**src/rtl/tangent_if.sv**
```systemverilog
`ifndef INPUTOUTBIT
`define INPUTOUTBIT 16
`endif

// Start/done/error handshake between the ALU op sequencer and the tangent unit.
interface tangent_if;
  logic                    start;
  logic [`INPUTOUTBIT-1:0] a;
  logic [`INPUTOUTBIT-1:0] result;
  logic                    error;
  logic                    done;
  logic                    busy;

  modport master (output start, output a, input result, input error, input done, input busy);
  modport slave  (input start, input a, output result, output error, output done, output busy);
endinterface

```
**src/rtl/tangent.sv**
```systemverilog
`ifndef INPUTOUTBIT
`define INPUTOUTBIT 16
`endif

// tan(a) for an integer angle in degrees, returned as BF16: range reduction,
// rotation-mode CORDIC for sin/cos, restoring divide, then BF16 packing.
module tangent #(
  parameter int unsigned CORDIC_ITER = 14,
  parameter int unsigned QUOT_BITS   = 24
) (
  input logic      clk,
  input logic      rst,
  tangent_if.slave bus
);

  localparam int unsigned W      = `INPUTOUTBIT;
  localparam int unsigned CntMax = (CORDIC_ITER > QUOT_BITS) ? CORDIC_ITER : QUOT_BITS;
  localparam int unsigned CntW   = $clog2(CntMax) + 1;
  localparam int unsigned PosW   = $clog2(QUOT_BITS);
  localparam int unsigned DivW   = 18 + QUOT_BITS;

  localparam logic [15:0]        BfNan    = 16'h7FC0;
  localparam logic [15:0]        BfOne    = 16'h3F80;
  localparam logic signed [17:0] KGain    = 18'sd9949;
  localparam logic [17:0]        DegToRad = 18'd286;

  typedef enum logic [3:0] {
    StIdle,
    StReduce,
    StCheck,
    StScale,
    StCordic,
    StDivide,
    StNorm1,
    StNorm2,
    StOutput
  } state_e;

  // atan(2^-i) in Q2.14
  function automatic logic signed [17:0] atan_lut(input logic [CntW-1:0] i);
    logic signed [17:0] v;
    case (int'(i))
      0:       v = 18'sd12868;
      1:       v = 18'sd7596;
      2:       v = 18'sd4014;
      3:       v = 18'sd2037;
      4:       v = 18'sd1023;
      5:       v = 18'sd512;
      6:       v = 18'sd256;
      7:       v = 18'sd128;
      8:       v = 18'sd64;
      9:       v = 18'sd32;
      10:      v = 18'sd16;
      11:      v = 18'sd8;
      12:      v = 18'sd4;
      13:      v = 18'sd2;
      14:      v = 18'sd1;
      default: v = 18'sd0;
    endcase
    return v;
  endfunction

  state_e                state_q, state_d;
  logic signed [10:0]    theta_q, theta_d;
  logic                  illegal_q, illegal_d;
  logic                  sign_q, sign_d;
  logic [6:0]            phi_q, phi_d;
  logic signed [17:0]    x_q, x_d;
  logic signed [17:0]    y_q, y_d;
  logic signed [17:0]    z_q, z_d;
  logic [CntW-1:0]       cnt_q, cnt_d;
  logic [17:0]           rem_q, rem_d;
  logic [QUOT_BITS-1:0]  dlo_q, dlo_d;
  logic [PosW-1:0]       lead_q, lead_d;
  logic [15:0]           bf_q, bf_d;
  logic [W-1:0]          result_q, result_d;
  logic                  error_q, error_d;
  logic                  done_q, done_d;

  logic signed [W-1:0]   a_s;
  logic                  sgn;
  logic [6:0]            phi;
  logic signed [17:0]    x_sh, y_sh, at;
  logic [17:0]           divisor;
  logic [18:0]           trial;
  logic [16:0]           y_pos;
  logic [DivW-1:0]       dividend;
  logic [PosW-1:0]       lead_enc;
  logic [PosW-1:0]       shamt;
  logic [7:0]            bexp;
  logic [6:0]            mant;

  always_ff @(posedge clk) begin
    if (rst) begin
      state_q   <= StIdle;
      theta_q   <= '0;
      illegal_q <= 1'b0;
      sign_q    <= 1'b0;
      phi_q     <= '0;
      x_q       <= '0;
      y_q       <= '0;
      z_q       <= '0;
      cnt_q     <= '0;
      rem_q     <= '0;
      dlo_q     <= '0;
      lead_q    <= '0;
      bf_q      <= '0;
      result_q  <= '0;
      error_q   <= 1'b0;
      done_q    <= 1'b0;
    end else begin
      state_q   <= state_d;
      theta_q   <= theta_d;
      illegal_q <= illegal_d;
      sign_q    <= sign_d;
      phi_q     <= phi_d;
      x_q       <= x_d;
      y_q       <= y_d;
      z_q       <= z_d;
      cnt_q     <= cnt_d;
      rem_q     <= rem_d;
      dlo_q     <= dlo_d;
      lead_q    <= lead_d;
      bf_q      <= bf_d;
      result_q  <= result_d;
      error_q   <= error_d;
      done_q    <= done_d;
    end
  end

  always_comb begin
    state_d   = state_q;
    theta_d   = theta_q;
    illegal_d = illegal_q;
    sign_d    = sign_q;
    phi_d     = phi_q;
    x_d       = x_q;
    y_d       = y_q;
    z_d       = z_q;
    cnt_d     = cnt_q;
    rem_d     = rem_q;
    dlo_d     = dlo_q;
    lead_d    = lead_q;
    bf_d      = bf_q;
    result_d  = result_q;
    error_d   = error_q;
    done_d    = 1'b0;

    a_s      = $signed(bus.a);
    sgn      = theta_q[10];
    phi      = 7'(sgn ? -theta_q : theta_q);
    x_sh     = x_q >>> cnt_q;
    y_sh     = y_q >>> cnt_q;
    at       = atan_lut(cnt_q);
    divisor  = (x_q > 18'sd0) ? $unsigned(x_q) : 18'd1;
    trial    = {rem_q, dlo_q[QUOT_BITS-1]};
    y_pos    = '0;
    dividend = '0;
    lead_enc = '0;
    for (int i = 0; i < QUOT_BITS; i++) begin
      if (dlo_q[i]) lead_enc = PosW'(i);
    end
    shamt = PosW'(QUOT_BITS - 1) - lead_q;
    bexp  = 8'(int'(lead_q) + 127 - 14);
    // Left-justify the quotient so the leading one sits at the MSB; keep the 7 bits below it.
    mant  = 7'((dlo_q << shamt) >> (QUOT_BITS - 8));

    unique case (state_q)
      StIdle: begin
        if (bus.start) begin
          theta_d   = a_s[10:0];
          illegal_d = (int'(a_s) > 999) || (int'(a_s) < -999);
          error_d   = 1'b0;
          state_d   = StReduce;
        end
      end
      StReduce: begin
        if (illegal_q) begin
          state_d = StCheck;
        end else if (theta_q > 11'sd90) begin
          theta_d = theta_q - 11'sd180;
        end else if (theta_q <= -11'sd90) begin
          theta_d = theta_q + 11'sd180;
        end else begin
          state_d = StCheck;
        end
      end
      StCheck: begin
        if (illegal_q || phi == 7'd90) begin
          result_d = W'(BfNan);
          error_d  = 1'b1;
          done_d   = 1'b1;
          state_d  = StIdle;
        end else if (phi == 7'd0) begin
          result_d = '0;
          done_d   = 1'b1;
          state_d  = StIdle;
        end else if (phi == 7'd45) begin
          result_d = W'({sgn, BfOne[14:0]});
          done_d   = 1'b1;
          state_d  = StIdle;
        end else begin
          sign_d  = sgn;
          phi_d   = phi;
          state_d = StScale;
        end
      end
      StScale: begin
        z_d     = $signed(18'(phi_q) * DegToRad);
        x_d     = KGain;
        y_d     = '0;
        cnt_d   = '0;
        state_d = StCordic;
      end
      StCordic: begin
        if (!z_q[17]) begin
          x_d = x_q - y_sh;
          y_d = y_q + x_sh;
          z_d = z_q - at;
        end else begin
          x_d = x_q + y_sh;
          y_d = y_q - x_sh;
          z_d = z_q + at;
        end
        cnt_d = cnt_q + 1'b1;
        if (cnt_q == CntW'(CORDIC_ITER - 1)) begin
          // Preload the divider from the final sin so DIVIDE starts on the next edge.
          y_pos    = y_d[17] ? 17'd0 : y_d[16:0];
          dividend = DivW'(y_pos) << 14;
          rem_d    = dividend[DivW-1:QUOT_BITS];
          dlo_d    = dividend[QUOT_BITS-1:0];
          cnt_d    = '0;
          state_d  = StDivide;
        end
      end
      StDivide: begin
        if (trial >= {1'b0, divisor}) begin
          rem_d = 18'(trial - {1'b0, divisor});
          dlo_d = {dlo_q[QUOT_BITS-2:0], 1'b1};
        end else begin
          rem_d = trial[17:0];
          dlo_d = {dlo_q[QUOT_BITS-2:0], 1'b0};
        end
        cnt_d = cnt_q + 1'b1;
        if (cnt_q == CntW'(QUOT_BITS - 1)) begin
          cnt_d   = '0;
          state_d = StNorm1;
        end
      end
      StNorm1: begin
        lead_d  = lead_enc;
        state_d = StNorm2;
      end
      StNorm2: begin
        bf_d    = (dlo_q == '0) ? 16'h0000 : {sign_q, bexp, mant};
        state_d = StOutput;
      end
      StOutput: begin
        result_d = W'(bf_q);
        error_d  = 1'b0;
        done_d   = 1'b1;
        state_d  = StIdle;
      end
      default: state_d = StIdle;
    endcase
  end

  assign bus.result = result_q;
  assign bus.error  = error_q;
  assign bus.done   = done_q;
  assign bus.busy   = (state_q != StIdle);

endmodule

```
**src/flat_wrapper.sv**
```systemverilog
// flat-port wrapper written by rule: the top's interface ports become plain ports
module tangent_flat 
#(
  parameter int unsigned CORDIC_ITER = 14,
  parameter int unsigned QUOT_BITS   = 24
)
  (clk, rst, bus_start, bus_a, bus_result, bus_error, bus_done, bus_busy);
  tangent_if bus_i ();
  input logic clk;
  input logic rst;
  input wire logic [$bits(bus_i.start)-1:0] bus_start;
  input wire logic [$bits(bus_i.a)-1:0] bus_a;
  output wire logic [$bits(bus_i.result)-1:0] bus_result;
  output wire logic [$bits(bus_i.error)-1:0] bus_error;
  output wire logic [$bits(bus_i.done)-1:0] bus_done;
  output wire logic [$bits(bus_i.busy)-1:0] bus_busy;
  assign bus_i.start = bus_start;
  assign bus_i.a = bus_a;
  assign bus_result = bus_i.result;
  assign bus_error = bus_i.error;
  assign bus_done = bus_i.done;
  assign bus_busy = bus_i.busy;
  tangent #(.CORDIC_ITER(CORDIC_ITER), .QUOT_BITS(QUOT_BITS)) u_core (.clk(clk), .rst(rst), .bus(bus_i));
endmodule
```
**config.mk**
```make
export PLATFORM = sky130hd
export DESIGN_NAME = tangent_flat
export DESIGN_NICKNAME = d
export VERILOG_FILES = /design/src/rtl/tangent_if.sv /design/src/rtl/tangent.sv /design/src/flat_wrapper.sv
export SDC_FILE = /design/constraint.sdc
export NUM_CORES = 1
export LEC_CHECK = 0
export ABC_CLOCK_PERIOD_IN_PS = 5900
export CORE_MARGIN = 5
export CORE_UTILIZATION = 35
export DETAILED_ROUTE_END_ITERATION = 7
export GPL_TIMING_DRIVEN = 0
export HOLD_SLACK_MARGIN = 0.15
export PLACE_DENSITY_LB_ADDON = 0.05
export SETUP_SLACK_MARGIN = 0.3
export SYNTH_ARGS = -nofsm -noshare
export SYNTH_HDL_FRONTEND = slang
export SYNTH_SLANG_ARGS = --single-unit
```
**constraint.sdc**
```tcl
create_clock -name clk -period 5.9 [get_ports clk]
set_input_delay 1.18 -clock clk [delete_from_list [all_inputs] [get_ports clk]]
set_output_delay 1.18 -clock clk [all_outputs]
set_load 0.01 [all_outputs]
```
---- Word-level counts from Yosys, hierarchy flattened ----
Memory sizes are Yosys's and may differ from the RTL's. A register that Yosys moved wholly into a read port is not among the register bits.
Cells that the tools add are included.
word-level totals
  register bits after elaboration ......... 165
  bits in read-only memories .............. 224
  input bits .............................. 19
  output and inout bits ................... 19
  word-level logic and storage cells ...... 157
  memories kept ........................... 1
memory list
  memory            depth  bits a word  read ports  clocked after Yosys merged registers in  write ports  RTL line       RTL
  (name not given)  16     14           1           1                                        0            tangent.sv:42  case (int'(i))
operators by class
  $add $sub $neg .......................... 14
  multipliers ............................. 1
  $lt $le $gt $ge ......................... 6
  equal/unequal tests ..................... 21
  shift-type cells ........................ 3
  mux-type cells .......................... 72
  bitwise operators ....................... 3
  reduce and logical (&&, ||, !) cells .... 20
operators with widths
  kind                  count
  $mux 18               8
  $pmux 18 s2           4
  $mux 4                18
  $sub 18x18->18        4
  $mux 16               4
  $add 18x18->18        3
  $pmux 24 s2           1
  $mux 11               4
  $mux 5                8
  $sshr 18x6->18        2
  $pmux 16 s2           1
  $pmux 4 s8            1
  $logic_not 24->1      1
  $mux 24               1
  $shl 24x5->23         1
  $pmux 11 s2           1
  $ge 19x18->1          1
  $gt 18x1->1 const B   1
  $pmux 6 s3            1
  $mux 17               1
  $eq 4x3->1 const B    4
  $gt 16x11->1 const B  1
  $lt 16x11->1 const B  1
  $mul 7x8->15 const B  1
  40 further kinds      67

---- Depth between registers and ports, before layout ----
  depth after elaboration ................. 23
  mapped depth ............................ 27
  mapped depth without buffers ............ 22

---- Worst setup path before layout ----
No wires, ideal clock.
  path type ............................... reg-to-reg
  start point ............................. reg u_core.cnt_q[0]
  end point ............................... reg u_core.x_q[16]
  library setup time ...................... 0.106 ns
  data arrival time ....................... 4.731 ns
  data required time ...................... 5.794 ns
  slack ................................... 1.063 ns
  stages on the path, launching flop included .. 23
  path buffers ............................ 4
  period minus slack after synthesis ...... 4.837 ns
  cells stage by stage .................... dfxtp_1 -> buf_6 -> buf_6 -> buf_6 -> buf_6 -> mux4_2 -> a221oi_1 -> o21a_1 -> ha_1 -> nor2_1 -> a21oi_1 -> inv_1 -> fa_1 -> nor2b_1 -> o21ai_0 -> a21boi_0 -> o221ai_1 -> a21boi_0 -> o41ai_1 -> o21ai_0 -> a31oi_1 -> or4_1 -> o311ai_0
on the way
  longest elaborated chain between the ends .. 4
  elaborated cells between the ends (all ways) .. 5
ends and longest elaborated chain
  item                                              RTL line                        RTL
  from (decl)                                       tangent.sv:71                   logic [CntW-1:0] cnt_q, cnt_d;
  from (signal assigned)                            tangent.sv:120                  cnt_q <= cnt_d;
  $sshr 18x6->18 (*)                                tangent.sv:153                  y_sh = y_q >>> cnt_q;
  $sub 18x18->18 or $add 18x18->18 (tied branches)  tangent.sv:217, tangent.sv:221
  $mux 18 (*)                                       tangent.sv:216                  if (!z_q[17]) begin
  $pmux 18 s2 (*)                                   tangent.sv:168                  unique case (state_q)
  to (signal assigned)                              tangent.sv:100                  x_q <= '0;
  to (signal assigned)                              tangent.sv:117                  x_q <= x_d;
  to (decl)                                         tangent.sv:68                   logic signed [17:0] x_q, x_d;
Mark *: on every way between the ends. The rest lies on a longest branch, timed or not.
A chain may end at the register's enable or synchronous reset.

---- Worst setup path after layout ----
  start point ............................. reg u_core.cnt_q[1]
  end point ............................... reg u_core.x_q[16]
The elaborated chain is that of the path after synthesis.

==> impl_metrics.py <==
metrics = {
    "clock_tree": {
        "clockRootBuffer": "clkbuf_16",
        "htree_levels": 4,
        "cts_tree": "built",
        "clk_latency_ns": 0.51,
        "hold_buffers": 0,
        "clock_path_buffers": 2,
        "cts.sinks": 179,
        "cts_buffers": 17,
        "cts.reportedPaths.clkPinSlew_ns": 0.08,
    },
    "grt": {
        "grt_max_degree": 19,
        "grtUsageTotal_pct": 23.4,
        "grt_pass1_wl_um": 91700,
        "grt_pass1_vias": 15027,
        "grt_antenna_before_repair": 2,
        "grt-ovfl-total": 0,
    },
    "floorplanning": {
        "die_h_um": 225,
        "die_w_um": 225,
        "ios": 38,
        "fp.coreArea_um2": 45600,
        "die_area_um2": 50600,
        "initial_utilization_pct": 35.5,
        "num_rows": 78,
    },
    "synth": {
        "yosysTopAreaCell": "dfxtp_1",
        "synthArstFlopShare_pct": 0,
        "syn_avg_cell_area_um2": 7.97,
        "synth_seq_cells": 179,
        "synthCells": 2031,
        "yosysSeqAreaShare_pct": 22.1,
        "synth_cell_type_count": 88,
        "syn_nets": 2188,
        "yosys-top-cells-area": "dfxtp_1 22%, ha_1 9.7%, nor2_1 6.5%, mux4_2 4.9%, a21oi_1 4.5%",
        "synth-warning-count": 0,
        "netlist_area_um2": 16200,
        "dominantRegCellSynth": "dfxtp_1",
        "netlist.area_leader.share_pct": 22.1,
        "synth-edff-count": 0,
    },
    "outcome": {
        "status": "finished clean",
    },
    "placement": {
        "place_ws_ns": -0.576,
        "gp_congestion": 0.948,
        "dp_hpwl_um": 46400,
        "port_buffers": 37,
        "placed_cell_area_um2": 17300,
        "place_inst": 2668,
    },
    "power": {
        "ir_drop_v": 0.000544,
        "p_per_area_nw_per_um2": 432,
        "power_mw": 7.87,
        "power_leakage_nw": 7.05,
    },
    "sta": {
        "fin_crit_ns": 5.38,
        "finalMaxSlewViolations": 0,
        "worst-slew-pin-transition_ns": 1.21,
        "fin_crit_sh_pct": 91.2,
        "whs_ns": 0.467,
        "fin_ws_ns": 0.518,
        "hold_viol_final": 0,
        "fmax_mhz": 186,
        "finalClockSkew_ns": 0.0182,
        "relSlewSlack_pct": 18.3,
        "rsz0062_at_grt": "true",
        "setup_viol": 0,
    },
    "critical_path": {
        "cp_slowest_stage_delay_ns": 0.44,
        "r2r_setup_slack_ns": 0.52,
        "crit_type": "flop to flop",
        "worstPathRequired_ns": 6.29,
        "slowest_stage": "fa_1",
        "critPathMostFrequentCell": "buf_6",
        "end_kind": "flop",
        "crit_fanout": 10,
        "rr_worst_depth": 25,
        "worstPathArrival_ns": 5.77,
        "worst_setup_path_start_kind": "flop",
    },
    "finish": {
        "seq_area_um2": 3580,
        "drive_above_1_share_pct": 10.1,
        "multi_input_area_um2": 11900,
        "final_area_um2": 18200,
        "fillers": 4780,
        "layout_commonest_cell": "nor2_1",
        "area_growth_pct": 12.6,
        "layout.nets": 2253,
        "fin_cells": 2709,
        "final_cell_mix": "280 x nor2_1, 178 x dfxtp_1, 145 x a21oi_1, 140 x nand2_1, 122 x ha_1",
        "n_antenna_cell": 0,
    },
    "drt": {
        "drtIter0Drc": 1238,
        "ant_nets": 0,
        "routed_wl_um": 59900,
        "viasPerCell": 5.80,
        "dr.pass1.iters": 5,
        "vias": 15699,
        "post_drt_wl_per_cell_um": 22.1,
        "drc": 0,
    },
    "worst_hold_path": {
        "whs_path_depth": 2,
        "hold_path.class": "flop to flop",
    },
    "job": {
        "drv_cap": 0,
    },
}
-- stage by stage --
| step | utilization (%) | TNS (ns) |
|---|---|---|
| after floorplan | - | 0 |
| after global placement | 38.0 | -2.73 |
| after detailed placement | 38.0 | -2.33 |
| after CTS | 39.5 | 0 |
| after global routing | 40.0 | 0 |
| final | 40.0 | 0 |
-- worst max-delay path: cells and delay by family (launching register included) --
kind | cells | cell delay, ns
AO/OA/AOI/OAI | 12 | 2.31
buffers and inverters | 6 | 0.99
AND/OR/NAND/NOR | 4 | 0.64
adder cells (fa/ha/maj) | 2 | 0.58
multiplexers | 1 | 0.37
flip-flops | 1 | 0.35
-- sequential cells by signal (all words and copies together), names as in the netlist, named ones only --
signal             cells
u_core.bus.result     16
u_core.x_q            18
u_core.rem_q          18
u_core.dlo_q          24
u_core.bus.done        1
u_core.phi_q           7
u_core.bf_q           16
u_core.illegal_q       1
u_core.z_q            18
u_core.lead_q          5
u_core.y_q            18
u_core.bus.error       1
u_core.cnt_q           6
u_core.theta_q        11
u_core.sign_q          1
u_core.state_q         4
-- worst paths after layout --
kind	from	endpoint
max	u_core.cnt_q[1]$_SDFFE_PP0N_	u_core.x_q[16]$_SDFFE_PP0P_
min	u_core.bf_q[12]$_SDFFE_PP0P_	u_core.bf_q[12]$_SDFFE_PP0P_
max reg2reg	u_core.cnt_q[1]$_SDFFE_PP0N_	u_core.x_q[16]$_SDFFE_PP0P_
min reg2reg	u_core.bf_q[12]$_SDFFE_PP0P_	u_core.bf_q[12]$_SDFFE_PP0P_
-- final cells by class --
| class | instances | area share (%) |
|---|---|---|
| timing repair buffer | 46 | 2.40 |
| inverter | 79 | 1.63 |
| clock inverter | 15 | 1.02 |
| sequential | 179 | 19.7 |
| buffer | 130 | 3.43 |
| multi-input combinational | 1643 | 65.4 |
| tap | 600 | 4.12 |
| clock buffer | 17 | 2.33 |
-- routing by layer --
| metal | global-route usage (%) | routed length (um) | vias to the layer above |
|---|---|---|---|
| met1 | 33.0 | 28700 | 7569 |
| met4 | 8.47 | 1940 | 4 |
| met3 | 4.92 | 3240 | 109 |
| met5 | 0 | 25 | - |
| li1 | - | - | 7581 |
| met2 | 35.4 | 26000 | 436 |
-- report_power, final --
part	total, mW	internal [mW]	switching (mW)	leakage (nW)
logic	5.16	2.02	3.14	5.31
clock network	1.25	0.644	0.607	0.297
registers	1.46	1.31	0.145	1.45
-- kinds of logic (layout without fill, tap and decap cells) --
family                   count (synthesis)  in the layout  share of synthesized area, %
AO/OA/AOI/OAI                          575            575                          23.7
XOR/XNOR                               114            114                          6.26
adder cells (fa/ha/maj)                138            138                          11.3
buffers and inverters                  209            287                          5.59
flip-flops                             179            179                          22.1
multiplexers                           132            132                          11.1
AND/OR/NAND/NOR                        684            684                          19.9
-- Yosys cell counts, types with 35 or more instances --
cell type  number
nor2_1        281
mux2i_1        67
xor2_1         35
xnor2_1        77
nand2_1       140
clkbuf_1       92
a211oi_1       43
a22oi_1        61
a21oi_1       147
dfxtp_1       179
nor3_1         56
ha_1          125
inv_1          78
mux4_2         35
o21ai_0       100
-- timing repair --
action / 4_1_cts / 5_1_grt
resized for setup: 19 / 41
setup buffers: 2 / 7
setup endpoints to repair: 22 / 35
pin swaps: 2 / 6
Note: power is estimated with default switching activity, not from simulation.
==> variant 1: new RTL, config.mk and constraints unchanged <==
Change the macro `INPUTOUTBIT` from 16 to 17.
--- a/src/rtl/tangent_if.sv
+++ b/src/rtl/tangent_if.sv
@@ -1,5 +1,5 @@
 `ifndef INPUTOUTBIT
-`define INPUTOUTBIT 16
+`define INPUTOUTBIT 17
 `endif
 
 // Start/done/error handshake between the ALU op sequencer and the tangent unit.
Ports: changed (resized bus_a and bus_result); port bits go from 38 to 40. The function was not compared with the original's and may differ.
==> variant 1 against the original RTL <==
  * First-iteration DRC count up 11%
  * Wire length down 2.1%
  * Core utilization barely moved
  * Clock skew shrank 2.0 ps
  * Die area is 1.3% lower
  * Power down 0.94%
  * Area after synthesis decreased by 1.4%
  * Sequential cell count is the same
  * Final area shrank 0.74%
  * Combinational power about the same
  * Setup slack got worse by 81 ps
==> variant 1: results (changes against the original RTL) <==
Critical path
  • Worst EP arrival: 5880 ps (was 5770 ps)
  • CP max-delay cell: or4b_2 (was fa_1)
  • Max stage delay on crit path: 620 ps (was 440 ps)

Global routing
  • M1 GR Usage: 31.8% (was 33.0%)
  • Met3 global-route usage: 5.24% (was 4.92%)
  • Largest net degree at the start of global routing: 21 (was 19)
  • Global-route wire length before repair: 90.0 mm (was 91.7 mm)

Detailed routing
  • Via count: 15600 (was 15700)
  • DR WL met2: 26.1 mm (was 26.0 mm)
  • Metal-1 WL: 27.2 mm (was 28.7 mm)
  • Routed wl met3: 3.77 mm (was 3.24 mm)
  • 1st-iter DRT viols: 1371 (was 1238)

Placement
  • Post-DP HPWL: 45.2 mm (was 46.4 mm)
  • Placed Cells: 2646 (was 2668)
  • Placer congestion estimate: 0.891 (was 0.948)

Power and ir drop
  • Leakage power total: 0.00717 uW (was 0.00705 uW)
  • Cell Pwr Density: 431 nW/um^2 (was 432 nW/um^2)
  • Clock group share of total power: 15.5% (was 15.9%)

Run status
  • Status: completed (unchanged)

Finish
  • Layout cells sized above 1: 9.30% (was 10.1%)
  • FF+latch count: 179 (unchanged)
  • Fraction of area in multi-input gates: 64.8% (was 65.4%)
  • Comb_multi_in: 1620 (was 1643)
  • Non-clk invs: 83 (was 79)
  • Fillers: 4755 (was 4780)

Clocking
  • Setup Buffers After CTS: 5 (was 2)

Synth
  • Top cells by area, synth: dfxtp_1 22%, ha_1 9.8%, mux4_2 6.6% (was dfxtp_1 22%, ha_1 9.7%, nor2_1 6.5%)
-- variant 1: changes by cell type in the layout (fill, tap and decap cells not counted), moves of 9 or more --
cell / change
mux2i_1: -15
xnor2_1: -13
a22oi_1: -12
mux4_2: +12
xor2_1: +11
a21oi_1: +10
clkbuf_1: +10
a32oi_1: -9
mux2_2: -9
-- variant 1: final timing paths --
kind | from | to | depth (start not counted)
max | u_core.cnt_q[0] | u_core.x_q[16] | 22
min | u_core.bus.result[6] | u_core.bus.result[6] | 2
min reg2reg | u_core.bus.result[6] | u_core.bus.result[6] | 2
max reg2reg | u_core.cnt_q[0] | u_core.x_q[16] | 22
-- variant 1: metrics by stage --
stage	area (um^2)	setup slack (ps)	util, %
2_1_floorplan	16000	705	-
3_3_place_gp	17100	-631	37.7
3_5_place_dp	17100	-600	37.7
4_1_cts	17800	299	39.4
5_1_grt	18100	200	40.0
6_report	18100	437	40.0
==> variant 2: new RTL, same settings <==
Made on the original files. Re-encode `state_e` (9 states) as one-hot, 9 bits wide.
--- a/src/rtl/tangent.sv
+++ b/src/rtl/tangent.sv
@@ -24,16 +24,16 @@
   localparam logic signed [17:0] KGain    = 18'sd9949;
   localparam logic [17:0]        DegToRad = 18'd286;
 
-  typedef enum logic [3:0] {
-    StIdle,
-    StReduce,
-    StCheck,
-    StScale,
-    StCordic,
-    StDivide,
-    StNorm1,
-    StNorm2,
-    StOutput
+  typedef enum logic [8:0] {
+    StIdle   = 9'b000000001,
+    StReduce = 9'b000000010,
+    StCheck  = 9'b000000100,
+    StScale  = 9'b000001000,
+    StCordic = 9'b000010000,
+    StDivide = 9'b000100000,
+    StNorm1  = 9'b001000000,
+    StNorm2  = 9'b010000000,
+    StOutput = 9'b100000000
   } state_e;
 
   // atan(2^-i) in Q2.14
Check against the original RTL: no difference found for any inputs over 4 cycles, from zero or initial values and one cycle with rst high; so few cycles prove little.
==> variant 2 against the original RTL <==
  * Sequential cell count rose by 5
  * Final area rose by 0.46%
  * Area after synthesis rose by 1.5%
  * Wire length rose by 2.4%
  * Core utilization fell by 0.58 points
  * Setup slack improved by 18 ps
  * Largest cell class unchanged
  * Synthesized cell count rose by 0.84%
Power is not compared: it rests on default switching activity, and its combinational part moved more than twofold at a synthesized area within 25%.
==> variant 2: results (changes against the original RTL) <==
Run status
  • Status: completed (unchanged)

Finish
  • Clock-cell share: 3.07% (was 3.35%)
  • Fraction of area in multi-input gates: 65.6% (was 65.4%)
  • Comb_multi_in: 1660 (was 1643)
  • Layout cells sized above 1: 9.20% (was 10.1%)

Critical path
  • RR Endpoint: u_core.z_q[17] (was u_core.x_q[16])
  • Reg-to-reg slack, setup: 540 ps (was 520 ps)
  • CP max-delay cell: a221oi_1 (was fa_1)
  • Reg2Reg Launch Point: u_core.cnt_q[4] (was u_core.cnt_q[1])

Detailed routing
  • Routed wl met3: 3.14 mm (was 3.24 mm)
  • Pre-antenna DRT Iters: 7 (was 5)
  • DR WL met2: 27.3 mm (was 26.0 mm)
  • Highest Signal Layer: met4 (was met5)
  • Metal-1 WL: 29.1 mm (was 28.7 mm)
  • 1st-iter DRT viols: 1308 (was 1238)
  • Routed len/inst: 22.5 um (was 22.1 um)
  • Via count: 16100 (was 15700)

Hold path
  • WHS Endpoint: u_core.bus.result[10] (was u_core.bf_q[12])

Synth
  • Post-Syn Area per Cell: 8.02 um^2 (was 7.97 um^2)
  • Mapped Nets: 2205 (was 2188)
  • Yosys cell types: 95 (was 88)

Placement
  • Placer congestion estimate: 0.952 (was 0.948)

Global routing
  • Vias in the first global route: 15200 (was 15000)
  • Global-route wire length before repair: 93.1 mm (was 91.7 mm)
  • Met3 global-route usage: 2.78% (was 4.92%)

Timing
  • Slew @ Worst Pin: 1270 ps (was 1210 ps)
  • Clk_skew: 18.0 ps (was 18.2 ps)
  • WHS: 449 ps (was 467 ps)
variant 2: cell types whose count changed in the layout (fill, tap and decap cells not counted), sizes merged, moves of 19 or more:
| cell | before | now |
|---|---|---|
| a22oi | 61 | 39 |
| a21oi | 147 | 176 |
| nand3 | 33 | 52 |
| nor2 | 283 | 232 |
| nand2 | 140 | 168 |
variant 2: logic make-up (layout without fill, tap and decap cells):
logic type / after synthesis / in the layout / share of synthesized area [%]
xor gates and xnor gates: 110 / 110 / 5.95
buffers and inverters: 204 / 276 / 5.13
DFF: 184 / 184 / 22.4
and+or+nand+nor: 708 / 708 / 20.9
muxes: 123 / 123 / 11.0
adders and majority gates: 138 / 138 / 11.1
AOI/OAI and AO/OA: 581 / 581 / 23.5
variant 2: per-stage QoR:
stage	area (um^2)	TNS, ps	worst slack, ps
detailed placement	17600	-3550	-335
global route	18300	0	231
CTS	18200	0	315
global placement	17600	-4230	-361
finish	18300	0	536
floorplan	16400	0	976
